File: src/rtl/btn_pkg.sv
// Shared types and default timing constants for the push-button debouncer.
package btn_pkg;

    // Per-channel debounce state.
    typedef enum logic [1:0] {
        IDLE       = 2'd0,
        WAIT_PRESS = 2'd1,
        HELD       = 2'd2,
        WAIT_REL   = 2'd3
    } btn_state_t;

    // Default timings, in 1 ms ticks.
    localparam int BTN_DEB_MS          = 20;
    localparam int BTN_REPEAT_DELAY_MS = 500;
    localparam int BTN_REPEAT_RATE_MS  = 100;

    // Larger of two integers; sizes the auto-repeat counter.
    function automatic int btn_max(input int a, input int b);
        return (a > b) ? a : b;
    endfunction

endpackage

File: src/rtl/btn_debounce_ch.sv
// One debounce channel: 2-flop synchroniser, press/release FSM, debounce
// counter and optional auto-repeat (BTN_REPEAT_EN).
//
// state      | meaning
// -----------+---------------------------------------------------------
// IDLE       | button released and accepted as released
// WAIT_PRESS | synchronised input high, counting ticks toward a press
// HELD       | press accepted; auto-repeat runs here when enabled
// WAIT_REL   | synchronised input low, counting ticks toward a release
module btn_debounce_ch
    import btn_pkg::*;
#(
    parameter int DEB_MS          = BTN_DEB_MS,
    parameter int REPEAT_DELAY_MS = BTN_REPEAT_DELAY_MS,
    parameter int REPEAT_RATE_MS  = BTN_REPEAT_RATE_MS
) (
    input  logic clk,
    input  logic rst,
    input  logic i_tick,
    input  logic i_btn,
    output logic o_level,
    output logic o_press,
    output logic o_release
);

    localparam int              CW       = $clog2(DEB_MS + 1);
    localparam logic [CW-1:0]   CNT_LAST = CW'(DEB_MS - 1);

    logic          sync_meta;
    logic          s;
    btn_state_t    state_q;
    btn_state_t    state_d;
    logic [CW-1:0] cnt_q;
    logic [CW-1:0] cnt_d;
    logic          press_acc;
    logic          release_d;
    logic          level_d;
    logic          rep_fire;

    // Two-flop synchroniser for the raw asynchronous pin.
    always_ff @(posedge clk or posedge rst) begin
        if (rst) begin
            sync_meta <= 1'b0;
            s         <= 1'b0;
        end else begin
            sync_meta <= i_btn;
            s         <= sync_meta;
        end
    end

    // FSM state and debounce counter registers.
    always_ff @(posedge clk or posedge rst) begin
        if (rst) begin
            state_q <= IDLE;
            cnt_q   <= '0;
        end else begin
            state_q <= state_d;
            cnt_q   <= cnt_d;
        end
    end

    // Next state and counter; a level change always beats a coincident tick.
    always_comb begin
        state_d   = state_q;
        cnt_d     = cnt_q;
        press_acc = 1'b0;
        release_d = 1'b0;
        unique case (state_q)
            IDLE: begin
                cnt_d = '0;
                if (s) begin
                    state_d = WAIT_PRESS;
                end
            end
            WAIT_PRESS: begin
                if (!s) begin
                    state_d = IDLE;
                    cnt_d   = '0;
                end else if (i_tick) begin
                    if (cnt_q == CNT_LAST) begin
                        state_d   = HELD;
                        cnt_d     = '0;
                        press_acc = 1'b1;
                    end else begin
                        cnt_d = cnt_q + CW'(1);
                    end
                end
            end
            HELD: begin
                cnt_d = '0;
                if (!s) begin
                    state_d = WAIT_REL;
                end
            end
            WAIT_REL: begin
                if (s) begin
                    state_d = HELD;
                    cnt_d   = '0;
                end else if (i_tick) begin
                    if (cnt_q == CNT_LAST) begin
                        state_d   = IDLE;
                        cnt_d     = '0;
                        release_d = 1'b1;
                    end else begin
                        cnt_d = cnt_q + CW'(1);
                    end
                end
            end
            default: begin
                state_d = IDLE;
                cnt_d   = '0;
            end
        endcase
    end

    // Level follows the state we are about to enter, so it moves with the pulses.
    always_comb begin
        level_d = (state_d == HELD) || (state_d == WAIT_REL);
    end

`ifdef BTN_REPEAT_EN
    localparam int            RW             = $clog2(btn_max(REPEAT_DELAY_MS, REPEAT_RATE_MS) + 1);
    localparam logic [RW-1:0] REP_DELAY_LAST = RW'(REPEAT_DELAY_MS - 1);
    localparam logic [RW-1:0] REP_RATE_LAST  = RW'(REPEAT_RATE_MS - 1);

    logic [RW-1:0] rcnt_q;
    logic [RW-1:0] rcnt_d;
    logic          rphase_q;
    logic          rphase_d;

    // Repeat counter registers; rphase_q set once the initial delay has elapsed.
    always_ff @(posedge clk or posedge rst) begin
        if (rst) begin
            rcnt_q   <= '0;
            rphase_q <= 1'b0;
        end else begin
            rcnt_q   <= rcnt_d;
            rphase_q <= rphase_d;
        end
    end

    // Count ticks only while staying in HELD; any exit restarts the delay phase.
    always_comb begin
        rcnt_d   = rcnt_q;
        rphase_d = rphase_q;
        rep_fire = 1'b0;
        if (state_d != HELD) begin
            rcnt_d   = '0;
            rphase_d = 1'b0;
        end else if ((state_q == HELD) && i_tick) begin
            if (rcnt_q == (rphase_q ? REP_RATE_LAST : REP_DELAY_LAST)) begin
                rep_fire = 1'b1;
                rcnt_d   = '0;
                rphase_d = 1'b1;
            end else begin
                rcnt_d = rcnt_q + RW'(1);
            end
        end
    end
`else
    // Repeat timings only matter when auto-repeat is built in.
    localparam int unused_repeat_cfg = REPEAT_DELAY_MS + REPEAT_RATE_MS;

    assign rep_fire = 1'b0;
`endif

    // Registered outputs.
    always_ff @(posedge clk or posedge rst) begin
        if (rst) begin
            o_level   <= 1'b0;
            o_press   <= 1'b0;
            o_release <= 1'b0;
        end else begin
            o_level   <= level_d;
            o_press   <= press_acc | rep_fire;
            o_release <= release_d;
        end
    end

endmodule

File: src/rtl/btn_debounce.sv
// Multi-channel push-button debouncer paced by a 1 ms tick strobe.
// Optional auto-repeat on held buttons is built when BTN_REPEAT_EN is defined.
module btn_debounce
    import btn_pkg::*;
#(
    parameter int N_BTN           = 5,
    parameter int DEB_MS          = BTN_DEB_MS,
    parameter int REPEAT_DELAY_MS = BTN_REPEAT_DELAY_MS,
    parameter int REPEAT_RATE_MS  = BTN_REPEAT_RATE_MS
) (
    input  logic             clk,
    input  logic             rst,
    input  logic             i_tick,
    input  logic [N_BTN-1:0] i_btn,
    output logic [N_BTN-1:0] o_level,
    output logic [N_BTN-1:0] o_press,
    output logic [N_BTN-1:0] o_release
);

    // Independent channels; each drives its own bit of the output vectors.
    for (genvar gi = 0; gi < N_BTN; gi++) begin : g_ch
        btn_debounce_ch #(
            .DEB_MS          (DEB_MS),
            .REPEAT_DELAY_MS (REPEAT_DELAY_MS),
            .REPEAT_RATE_MS  (REPEAT_RATE_MS)
        ) u_ch (
            .clk       (clk),
            .rst       (rst),
            .i_tick    (i_tick),
            .i_btn     (i_btn[gi]),
            .o_level   (o_level[gi]),
            .o_press   (o_press[gi]),
            .o_release (o_release[gi])
        );
    end

endmodule

File: config.mk
export PLATFORM = sky130hd
export DESIGN_NAME = btn_debounce
export DESIGN_NICKNAME = d
export VERILOG_FILES = /design/src/rtl/btn_pkg.sv /design/src/rtl/btn_debounce_ch.sv /design/src/rtl/btn_debounce.sv
export SDC_FILE = /design/constraint.sdc
export NUM_CORES = 1
export LEC_CHECK = 0
export ABC_AREA = 1
export CAP_MARGIN = 10
export CORE_MARGIN = 2
export CORE_UTILIZATION = 50
export CTS_BUF_LIST = sky130_fd_sc_hd__clkbuf_8 sky130_fd_sc_hd__clkbuf_16
export DETAILED_ROUTE_END_ITERATION = 8
export PLACE_DENSITY_LB_ADDON = 0.2
export SLEW_MARGIN = 10
export SYNTH_ARGS = -nofsm -noshare
export SYNTH_HDL_FRONTEND = slang
export SYNTH_SLANG_ARGS = --single-unit
File: constraint.sdc
create_clock -name clk -period 4.25 [get_ports clk]
set_input_delay 0.6375 -clock clk [delete_from_list [all_inputs] [get_ports clk]]
set_output_delay 0.6375 -clock clk [all_outputs]
set_load 0.03 [all_outputs]
# Word-level counts from Yosys, hierarchy flattened
# Index checks and enable logic that the tools add are counted.
# totals
reg_bits,60
out_inout_bits,15
word_cells,185
# op_classes
n_eq_ne,30
mux,100
add_sub_neg,5
n_reduce_logical,15
# op_table
operator,count
two-way mux 5 bit,20
two-way mux 2 bit,40
case mux 5 bit (3 select lines),5
"equality test 2 bit, second input constant",20
case mux 2 bit (4 select lines),5
two-way mux 1 bit,30
"adder 5 x 1 -> 5 bit, second input constant",5
"equality test 5 bit, second input constant",5
"equality test 2 x 1 -> 1 bit, second input constant",5
zero test 2 bit,5
OR reduction 2 bit,5
logical OR 1 bit,5

# Longest topological paths before layout
# Gate-level depths: netlist of run 1.
# logic_depth
word_depth,7
mapped_depth,7
ltp_nobuf,7

# Cells and area by module
# Synthesis of run 1 repeated with hierarchy kept, for this count alone.
# unflattened
hier_cells,290
area_unflattened_um2,2568.7
# by_module_without_submodules
module,instances,area_per_inst_um2,seq_area_each_um2,cells_per_inst
btn_debounce_ch (g_ch[0].u_ch ...),2,528.0,300.3,59
btn_debounce_ch (g_ch[3].u_ch ...),2,489.2,275.3,58
btn_debounce_ch (g_ch[2].u_ch),1,534.3,300.3,56

# Worst setup path before layout of run 1
# No wires, ideal clock.
# synth_path
kind,input-to-reg
start,input port i_tick
end,register g_ch[3].u_ch.o_level
stages,6
t_arrival_ps,1132
path_slack_ps,3001
required_ps,4132
n_path_buf,1
setup_time_ps,118
cell_sequence,buf_6 nand2_4 inv_4 nand4_1 nand2_1 nand2_1
# synth_between
elab_chain_cells,5
# synth_rtl
item,line_no,rtl
from (decl),btn_debounce.sv:13,"input logic i_tick,"
"two-way mux 2 bit, on equally long branches","btn_debounce_ch.sv:99, btn_debounce_ch.sv:79",
"two-way mux 2 bit, on equally long branches","btn_debounce_ch.sv:96, btn_debounce_ch.sv:76",
case mux 2 bit (4 select lines) *,btn_debounce_ch.sv:68,unique case (state_q)
equality test 2 bit,btn_debounce_ch.sv:118,level_d = (state_d == HELD) || (state_d == WAIT_REL);
logical OR 1 bit *,btn_debounce_ch.sv:118,
via g_ch[3].u_ch.level_d,btn_debounce_ch.sv:37,logic level_d;
to (signal assigned),btn_debounce_ch.sv:174,o_level <= level_d;
to (decl),btn_debounce_ch.sv:21,"output logic o_level,"
# The timed path passes the listed nets; every way through them passes the cells marked *.

# Final worst setup path of run 1
# layout_path
start,input port i_tick
end,register g_ch[1].u_ch.cnt_q[4]
# layout_between
elab_chain_cells,3
# layout_rtl
item,line_no,rtl
two-way mux 5 bit *,--,
"two-way mux 5 bit, on equally long branches",--,
case mux 5 bit (3 select lines) *,--,
via g_ch[1].u_ch.cnt_d[4],btn_debounce_ch.sv:34,logic [CW-1:0] cnt_d;
to (signal assigned),btn_debounce_ch.sv:58,cnt_q <= cnt_d;
to (decl),btn_debounce_ch.sv:33,logic [CW-1:0] cnt_q;
# Marked as above.

==> flow_metrics.env, run 1 <==
export IMPL_drive_gt1_frac=0.0933
export IMPL_antenna_diode_count=0
export IMPL_drv_max_cap_violation_count=0
export IMPL_io_buffers=22
export IMPL_cts_sinks=60
export IMPL_setup_repair_after_global_routing_missed_its_margin="false"
export IMPL_gp_congestion=0.766
export IMPL_synthArstFlopShare=1.00
export IMPL_synth_ff_type="sky130_fd_sc_hd__dfrtp_1"
export IMPL_die_area_sq_mm=0.00590
export IMPL_dp_hpwl_microns=2530
export IMPL_highest_layer="met4"
export IMPL_setup_viol=0
export IMPL_grt_total_usage=0.149
export IMPL_timing_final_max_slew_violations=0
export IMPL_cts_tree="built"
export IMPL_hold_class="flip-flop to flip-flop"
export IMPL_area_growth_syn_to_layout_pct=13.7
export IMPL_tightest_hold_margin_ps=348
export IMPL_numCtsBuffers=9
export IMPL_timing_final_crit_period_ps=2300
export IMPL_timing_worst_slew_pin_value_ps=945
export IMPL_ys_warnings_count=0
export IMPL_post_route_setup_tns_ps=0
export IMPL_placement_rows=26
export IMPL_cts_hold_buffers_added=0
export IMPL_seq_area_frac_synth=0.567
export IMPL_crit_path_start_kind="input pin"
export IMPL_grt_pass1_wl_microns=6930
export IMPL_fillerInstances=452
export IMPL_worstReg2RegStart="g_ch[1].u_ch.cnt_q[0]$_DFF_PP0_"
export IMPL_number_of_resized_instances_in_the_post_cts_repair_step=0
export IMPL_avgViaCountPerCell=4.64
export IMPL_synth_top_cell_area_share=0.567
export IMPL_worstHoldStart="g_ch[1].u_ch.sync_meta$_DFF_PP0_"
export IMPL_cpLargestDelayFamily="buffers and inverters"
export IMPL_top_cell_types_by_occurrence_after_synthesis="62 x sky130_fd_sc_hd__nand2_1, 60 x sky130_fd_sc_hd__dfrtp_1, 52 x sky130_fd_sc_hd__nor2_1, 27 x sky130_fd_sc_hd__inv_1, 15 x sky130_fd_sc_hd__buf_4"
export IMPL_detail_route_iter0_violations=127
export IMPL_antenna_left=0
export IMPL_netlist_instances=278
export IMPL_worst_endpoint_arrival_ps=2510
export IMPL_routedWlPerCell_microns=10.3
export IMPL_report_final_hold_viol_count=0
export IMPL_design_power_total_w=0.00111
export IMPL_worst_setup_path_end_kind="flip-flop"
export IMPL_met3_length_microns=142
export IMPL_design_core_area_sq_mm=0.00511
export IMPL_clock_fmax_mhz=436
export IMPL_worst_setup_path_type="input pin to flip-flop"
export IMPL_synth_nets=291
export IMPL_cts_clk_slew_worst_paths_ps=70
export IMPL_crit_buf_inv=1
export IMPL_worst_ir_drop_vdd_mv=0.201
export IMPL_global_route_overflow=0
export IMPL_r2r_slack_ps=2960
export IMPL_dr_total_vias=1718
export IMPL_status="finished clean"
export IMPL_mappedNetlistArea_sq_mm=0.00265
export IMPL_ys_seq_elements=60
export IMPL_finish_net_count=308
export IMPL_die_height_microns=76.8
export IMPL_hold_path_endpoint="g_ch[1].u_ch.s$_DFF_PP0_"
export IMPL_slew_headroom=0.368
export IMPL_final_setup_skew_ps=5.79
export IMPL_cellPowerDensity_mw_per_mm2=369
export IMPL_grt_antenna_before_repair=0
export IMPL_worst_ep_required_time_ps=4470
export IMPL_crit_reg2reg_capture="g_ch[1].u_ch.cnt_q[4]$_DFF_PP0_"
export IMPL_netlist_cell_type_count=24
export IMPL_htree_levels=3
export IMPL_synth_enable_flop_cells=0
export IMPL_clock_tree_root_cell="sky130_fd_sc_hd__clkbuf_8"
export IMPL_worstRegToRegCells=6
export IMPL_netlist_top_cell_by_area="sky130_fd_sc_hd__dfrtp_1"
export IMPL_critical_path_slowest_cell="sky130_fd_sc_hd__clkdlybuf4s50_1"
export IMPL_drtPass1Iterations=4
export IMPL_wl_met1_microns=1790
export IMPL_die_width_microns=76.8
export IMPL_initial_core_utilization=0.519
export IMPL_io_pins=23
export IMPL_post_cts_repair_setup_buffers=0
export IMPL_totalWireLength_microns=3790
export IMPL_worstHoldPathCells=0
export IMPL_yosys_cell_count_top_type="sky130_fd_sc_hd__nand2_1"
export IMPL_synth_top_cells_by_area="sky130_fd_sc_hd__dfrtp_1 57%, sky130_fd_sc_hd__nand2_1 8.8%, sky130_fd_sc_hd__nor2_1 7.4%"
export IMPL_p_leak_nw=1.43
export IMPL_ctsLongestPathBuffers=2
export IMPL_grt_max_degree=42
export IMPL_first_global_vias=1660
export IMPL_cp_max_fo=22
export IMPL_critical_path_cell_chain="clkdlybuf4s50_1 -> nand2_1 -> nor2_1 -> nand2_1 -> nand3_1 -> nor2_1"
export IMPL_postSynthAreaPerCell_sq_um=9.53
export IMPL_critPathMaxStageDelay_ps=1090
export IMPL_number_of_drc_violations_after_detailed_routing=0
export IMPL_wl_met2_microns=1770
export IMPL_layout_worst_path_cycle_share=0.540
export IMPL_clock_insertion_delay_worst_skew_ps=330
export IMPL_final_core_utilization=0.590
[layout make-up]
cell class	count	area, sq um	area share
tap	70	87.6	0.0291
timing repair buffer	23	228	0.0755
clock buffer	9	124	0.0411
clock inverter	7	60.1	0.0199
multi-input combinational	173	906	0.301
inverter	28	108	0.0357
sequential	60	1500	0.498
[report_power, final]
part | switching (W) | internal [W]
Combinational | 0.0000292 | 0.0000175
Sequential | 0.00000823 | 0.000582
Clock | 0.000213 | 0.000263
[cell usage in the layout, fill, tap and decap left out]
cell,netlist,layout
sky130_fd_sc_hd__dfrtp_1,60,60
sky130_fd_sc_hd__a21boi_0,1,1
sky130_fd_sc_hd__ha_1,5,5
sky130_fd_sc_hd__inv_4,1,1
sky130_fd_sc_hd__inv_1,27,28
sky130_fd_sc_hd__nor2_1,52,52
sky130_fd_sc_hd__mux2i_1,2,2
sky130_fd_sc_hd__xnor2_1,6,6
sky130_fd_sc_hd__clkbuf_8,0,9
sky130_fd_sc_hd__o21ai_0,4,4
sky130_fd_sc_hd__bufinv_16,0,1
sky130_fd_sc_hd__nor3_1,4,4
sky130_fd_sc_hd__nand4_1,4,4
sky130_fd_sc_hd__nand3_4,1,1
sky130_fd_sc_hd__clkinv_2,0,3
sky130_fd_sc_hd__inv_2,0,1
sky130_fd_sc_hd__clkdlybuf4s50_1,0,22
sky130_fd_sc_hd__clkinvlp_4,0,1
sky130_fd_sc_hd__nand2_4,2,2
sky130_fd_sc_hd__nand3_1,9,9
sky130_fd_sc_hd__nor3b_2,1,1
sky130_fd_sc_hd__o21bai_1,2,2
sky130_fd_sc_hd__nor2_2,2,2
sky130_fd_sc_hd__nor2_4,2,2
sky130_fd_sc_hd__xor2_1,10,10
sky130_fd_sc_hd__nand3_2,3,3
sky130_fd_sc_hd__buf_4,15,1
sky130_fd_sc_hd__nand2_1,62,62
sky130_fd_sc_hd__a21oi_1,1,1
[worst max path at each step]
stage / depth (start not counted) / slack [ps] / startpoint / to
floorplan: 1 / 2130 / rst / g_ch[0].u_ch.cnt_q[0]$_DFF_PP0_
global placement: 6 / 1620 / i_tick / g_ch[1].u_ch.cnt_q[4]$_DFF_PP0_
detailed placement: 6 / 1580 / i_tick / g_ch[1].u_ch.cnt_q[4]$_DFF_PP0_
CTS: 6 / 1940 / i_tick / g_ch[1].u_ch.cnt_q[0]$_DFF_PP0_
global route: 6 / 1740 / i_tick / g_ch[1].u_ch.cnt_q[4]$_DFF_PP0_
finish: 6 / 1950 / i_tick / g_ch[1].u_ch.cnt_q[4]$_DFF_PP0_
[flip-flops by register name, summed over array words and instances, names as in the netlist]
signal,cells
g_ch.u_ch.sync_meta,5
g_ch.u_ch.o_level,5
g_ch.u_ch.o_press,5
g_ch.u_ch.s,5
g_ch.u_ch.state_q,10
g_ch.u_ch.o_release,5
g_ch.u_ch.cnt_q,25
[metrics by stage]
step	area [sq um]	worst slack [ps]	instances
2_1_floorplan	2650	2130	278
3_3_place_gp	2830	1620	354
3_5_place_dp	2830	1580	354
4_1_cts	3010	1940	370
5_1_grt	3010	1740	370
6_report	3010	1950	370
[cell families after synthesis]
group                      after synthesis  share of synthesized area
DFF                                     60                      0.567
muxes                                    2                    0.00755
AOI/OAI and AO/OA                        8                     0.0179
xor gates and xnor gates                16                     0.0529
buffers and inverters                   45                     0.0916
and+or+nand+nor                        142                      0.240
adders and majority gates                5                     0.0236
[layer usage]
metal / track usage / vias to the layer above
li1: - / 878
met1: 0.188 / 803
met2: 0.224 / 29
met3: 0.0424 / 8
met4: 0.0982 / 0
met5: 0 / -
(Power assumes the default switching activity.)
==> run 2, diff against run 1 <==
==> constraint.sdc (replaced) <==
create_clock -name clk -period 1.9 [get_ports clk]
set_input_delay 0.285 -clock clk [delete_from_list [all_inputs] [get_ports clk]]
set_output_delay 0.285 -clock clk [all_outputs]
set_load 0.03 [all_outputs]
==> run 2 against run 1 <==
Against the previous run: sequential power increased by 120%; sequential share of layout area decreased by 0.63 points; worst setup slack got worse by 1700 ps; via count decreased by 1.0%; register-to-register slack got worse by 2400 ps; critical path depth decreased by 5; sequential cell count unchanged; largest cell class unchanged; global-route usage increased by 0.42 points; final cell count increased by 0.27%; clock skew about the same.
==> flow_metrics.env, run 2 (synthesis results as in run 1) <==
export IMPL_numCtsBuffers=9
export IMPL_die_height_microns=76.8
export IMPL_grt_max_degree=61
export IMPL_cts_clk_slew_worst_paths_ps=70
export IMPL_number_of_resized_instances_in_the_post_cts_repair_step=0
export IMPL_number_of_drc_violations_after_detailed_routing=0
export IMPL_dp_slack_ps=99.1
export IMPL_max_flop_register="g_ch.u_ch.cnt_q"
export IMPL_placed_cells=355
export IMPL_critical_path_cell_chain="clkdlybuf4s50_1"
export IMPL_post_cts_repair_setup_buffers=0
export IMPL_area_growth_syn_to_layout_pct=15.2
export IMPL_drv_max_cap_violation_count=0
export IMPL_clock_tree_root_cell="sky130_fd_sc_hd__clkbuf_8"
export IMPL_first_global_vias=1673
export IMPL_setup_viol=0
export IMPL_hold_class="input pin to async pin"
export IMPL_cts_hold_buffers_added=0
export IMPL_cellPowerDensity_mw_per_mm2=845
export IMPL_mostFrequentLayoutCells="62 x sky130_fd_sc_hd__nand2_1, 60 x sky130_fd_sc_hd__dfrtp_1, 52 x sky130_fd_sc_hd__nor2_1, 27 x sky130_fd_sc_hd__inv_1, 22 x sky130_fd_sc_hd__clkdlybuf4s50_1"
export IMPL_dr_total_vias=1700
export IMPL_fillerInstances=441
export IMPL_slew_headroom=0.793
export IMPL_setup_repair_after_global_routing_missed_its_margin="false"
export IMPL_ctsLongestPathBuffers=2
export IMPL_cts_tree="built"
export IMPL_die_width_microns=76.8
export IMPL_finish_net_count=309
export IMPL_totalWireLength_microns=3820
export IMPL_largest_reg_flops=25
export IMPL_grt_antenna_before_repair=0
export IMPL_worst_endpoint_arrival_ps=1330
export IMPL_timing_final_max_slew_violations=0
export IMPL_io_buffers=22
export IMPL_cp_max_fo=1
export IMPL_routedWlPerCell_microns=10.3
export IMPL_design_core_area_sq_mm=0.00511
export IMPL_crit_path_start_kind="flip-flop"
export IMPL_htree_levels=3
export IMPL_critPathMaxStageDelay_ps=660
export IMPL_p_leak_nw=1.45
export IMPL_post_route_setup_tns_ps=0
export IMPL_clock_insertion_delay_worst_skew_ps=330
export IMPL_cpLargestDelayFamily="buffers and inverters"
export IMPL_final_setup_skew_ps=5.34
export IMPL_worst_ir_drop_vdd_mv=0.577
export IMPL_grt_total_usage=0.153
export IMPL_worst_setup_path_type="flip-flop to output port"
export IMPL_multi_input_area_sq_um=906
export IMPL_dp_hpwl_microns=2610
export IMPL_global_route_overflow=0
export IMPL_detail_route_iter0_violations=100
export IMPL_r2r_slack_ps=610
export IMPL_antenna_left=0
export IMPL_placement_rows=26
export IMPL_worst_ep_required_time_ps=1620
export IMPL_crit_buf_inv=1
export IMPL_worst_setup_path_end_kind="output port"
export IMPL_seq_area_sq_mm=0.00150
export IMPL_report_final_hold_viol_count=0
export IMPL_status="finished clean"
export IMPL_layoutNonFillerInstCount=371
export IMPL_layout_worst_path_cycle_share=0.848
export IMPL_avgViaCountPerCell=4.58
export IMPL_final_common_cell="sky130_fd_sc_hd__nand2_1"
export IMPL_grt_pass1_wl_microns=7040
export IMPL_io_pins=23
export IMPL_drtPass1Iterations=4
export IMPL_antenna_diode_count=0
export IMPL_die_area_sq_mm=0.00590
export IMPL_cts_sinks=60
export IMPL_layout_setup_ws_ps=288
export IMPL_drive_gt1_frac=0.0997
export IMPL_design_power_total_w=0.00258
export IMPL_timing_worst_slew_pin_value_ps=310
export IMPL_initial_core_utilization=0.519
export IMPL_timing_final_crit_period_ps=1610
export IMPL_gp_congestion=0.795
export IMPL_clock_fmax_mhz=620
export IMPL_reg_top3="g_ch.u_ch.cnt_q (25), g_ch.u_ch.state_q (10)"
export IMPL_critical_path_slowest_cell="sky130_fd_sc_hd__clkdlybuf4s50_1"
## run 2: cell type report
type	instances	area share
sequential	60	0.492
timing repair buffer	24	0.0811
clock inverter	5	0.0168
tap	70	0.0287
inverter	28	0.0352
clock buffer	11	0.0496
multi-input combinational	173	0.297
## run 2: through the flow
| step | instance area (sq um) | utilization | hold slack [ps] |
|---|---|---|---|
| after floorplan | 2650 | - | 316 |
| after CTS | 3050 | 0.598 | 329 |
| after global routing | 3050 | 0.598 | 358 |
| final | 3050 | 0.598 | 323 |
| after detailed placement | 2850 | 0.558 | 336 |
| after global placement | 2850 | 0.558 | 332 |
## run 2: where the power goes
part	leakage (nW)	switching (W)	internal, W
clock network	0.107	0.000483	0.000668
logic	0.543	0.0000660	0.0000431
registers	0.800	0.0000185	0.00130
total	1.45	0.000567	0.00201
## run 2: final timing paths
| check | from | endpoint | cells past startpoint |
|---|---|---|---|
| min in group clk | g_ch[1].u_ch.sync_meta$_DFF_PP0_ | g_ch[1].u_ch.s$_DFF_PP0_ | 0 |
| max | g_ch[0].u_ch.o_level$_DFF_PP0_ | o_level[0] | 1 |
| min | rst | g_ch[2].u_ch.o_release$_DFF_PP0_ | 3 |
| max in group asynchronous | rst | g_ch[2].u_ch.cnt_q[1]$_DFF_PP0_ | 3 |
| max reg2reg | g_ch[1].u_ch.cnt_q[0]$_DFF_PP0_ | g_ch[1].u_ch.cnt_q[4]$_DFF_PP0_ | 6 |
| min reg2reg | g_ch[1].u_ch.sync_meta$_DFF_PP0_ | g_ch[1].u_ch.s$_DFF_PP0_ | 0 |
## run 2: tightest hold or removal path, cell delays in order
cell,delay [ps]
sky130_fd_sc_hd__clkdlybuf4s50_1,410
sky130_fd_sc_hd__inv_2,70
sky130_fd_sc_hd__buf_12,280
## run 2: metal layers
metal / track usage / vias to the layer above / wire length (microns)
li1: - / 876 / -
met1: 0.187 / 790 / 1740
met2: 0.236 / 23 / 1830
met3: 0.0435 / 11 / 145
met4: 0.104 / 0 / 110
met5: 0 / - / 0
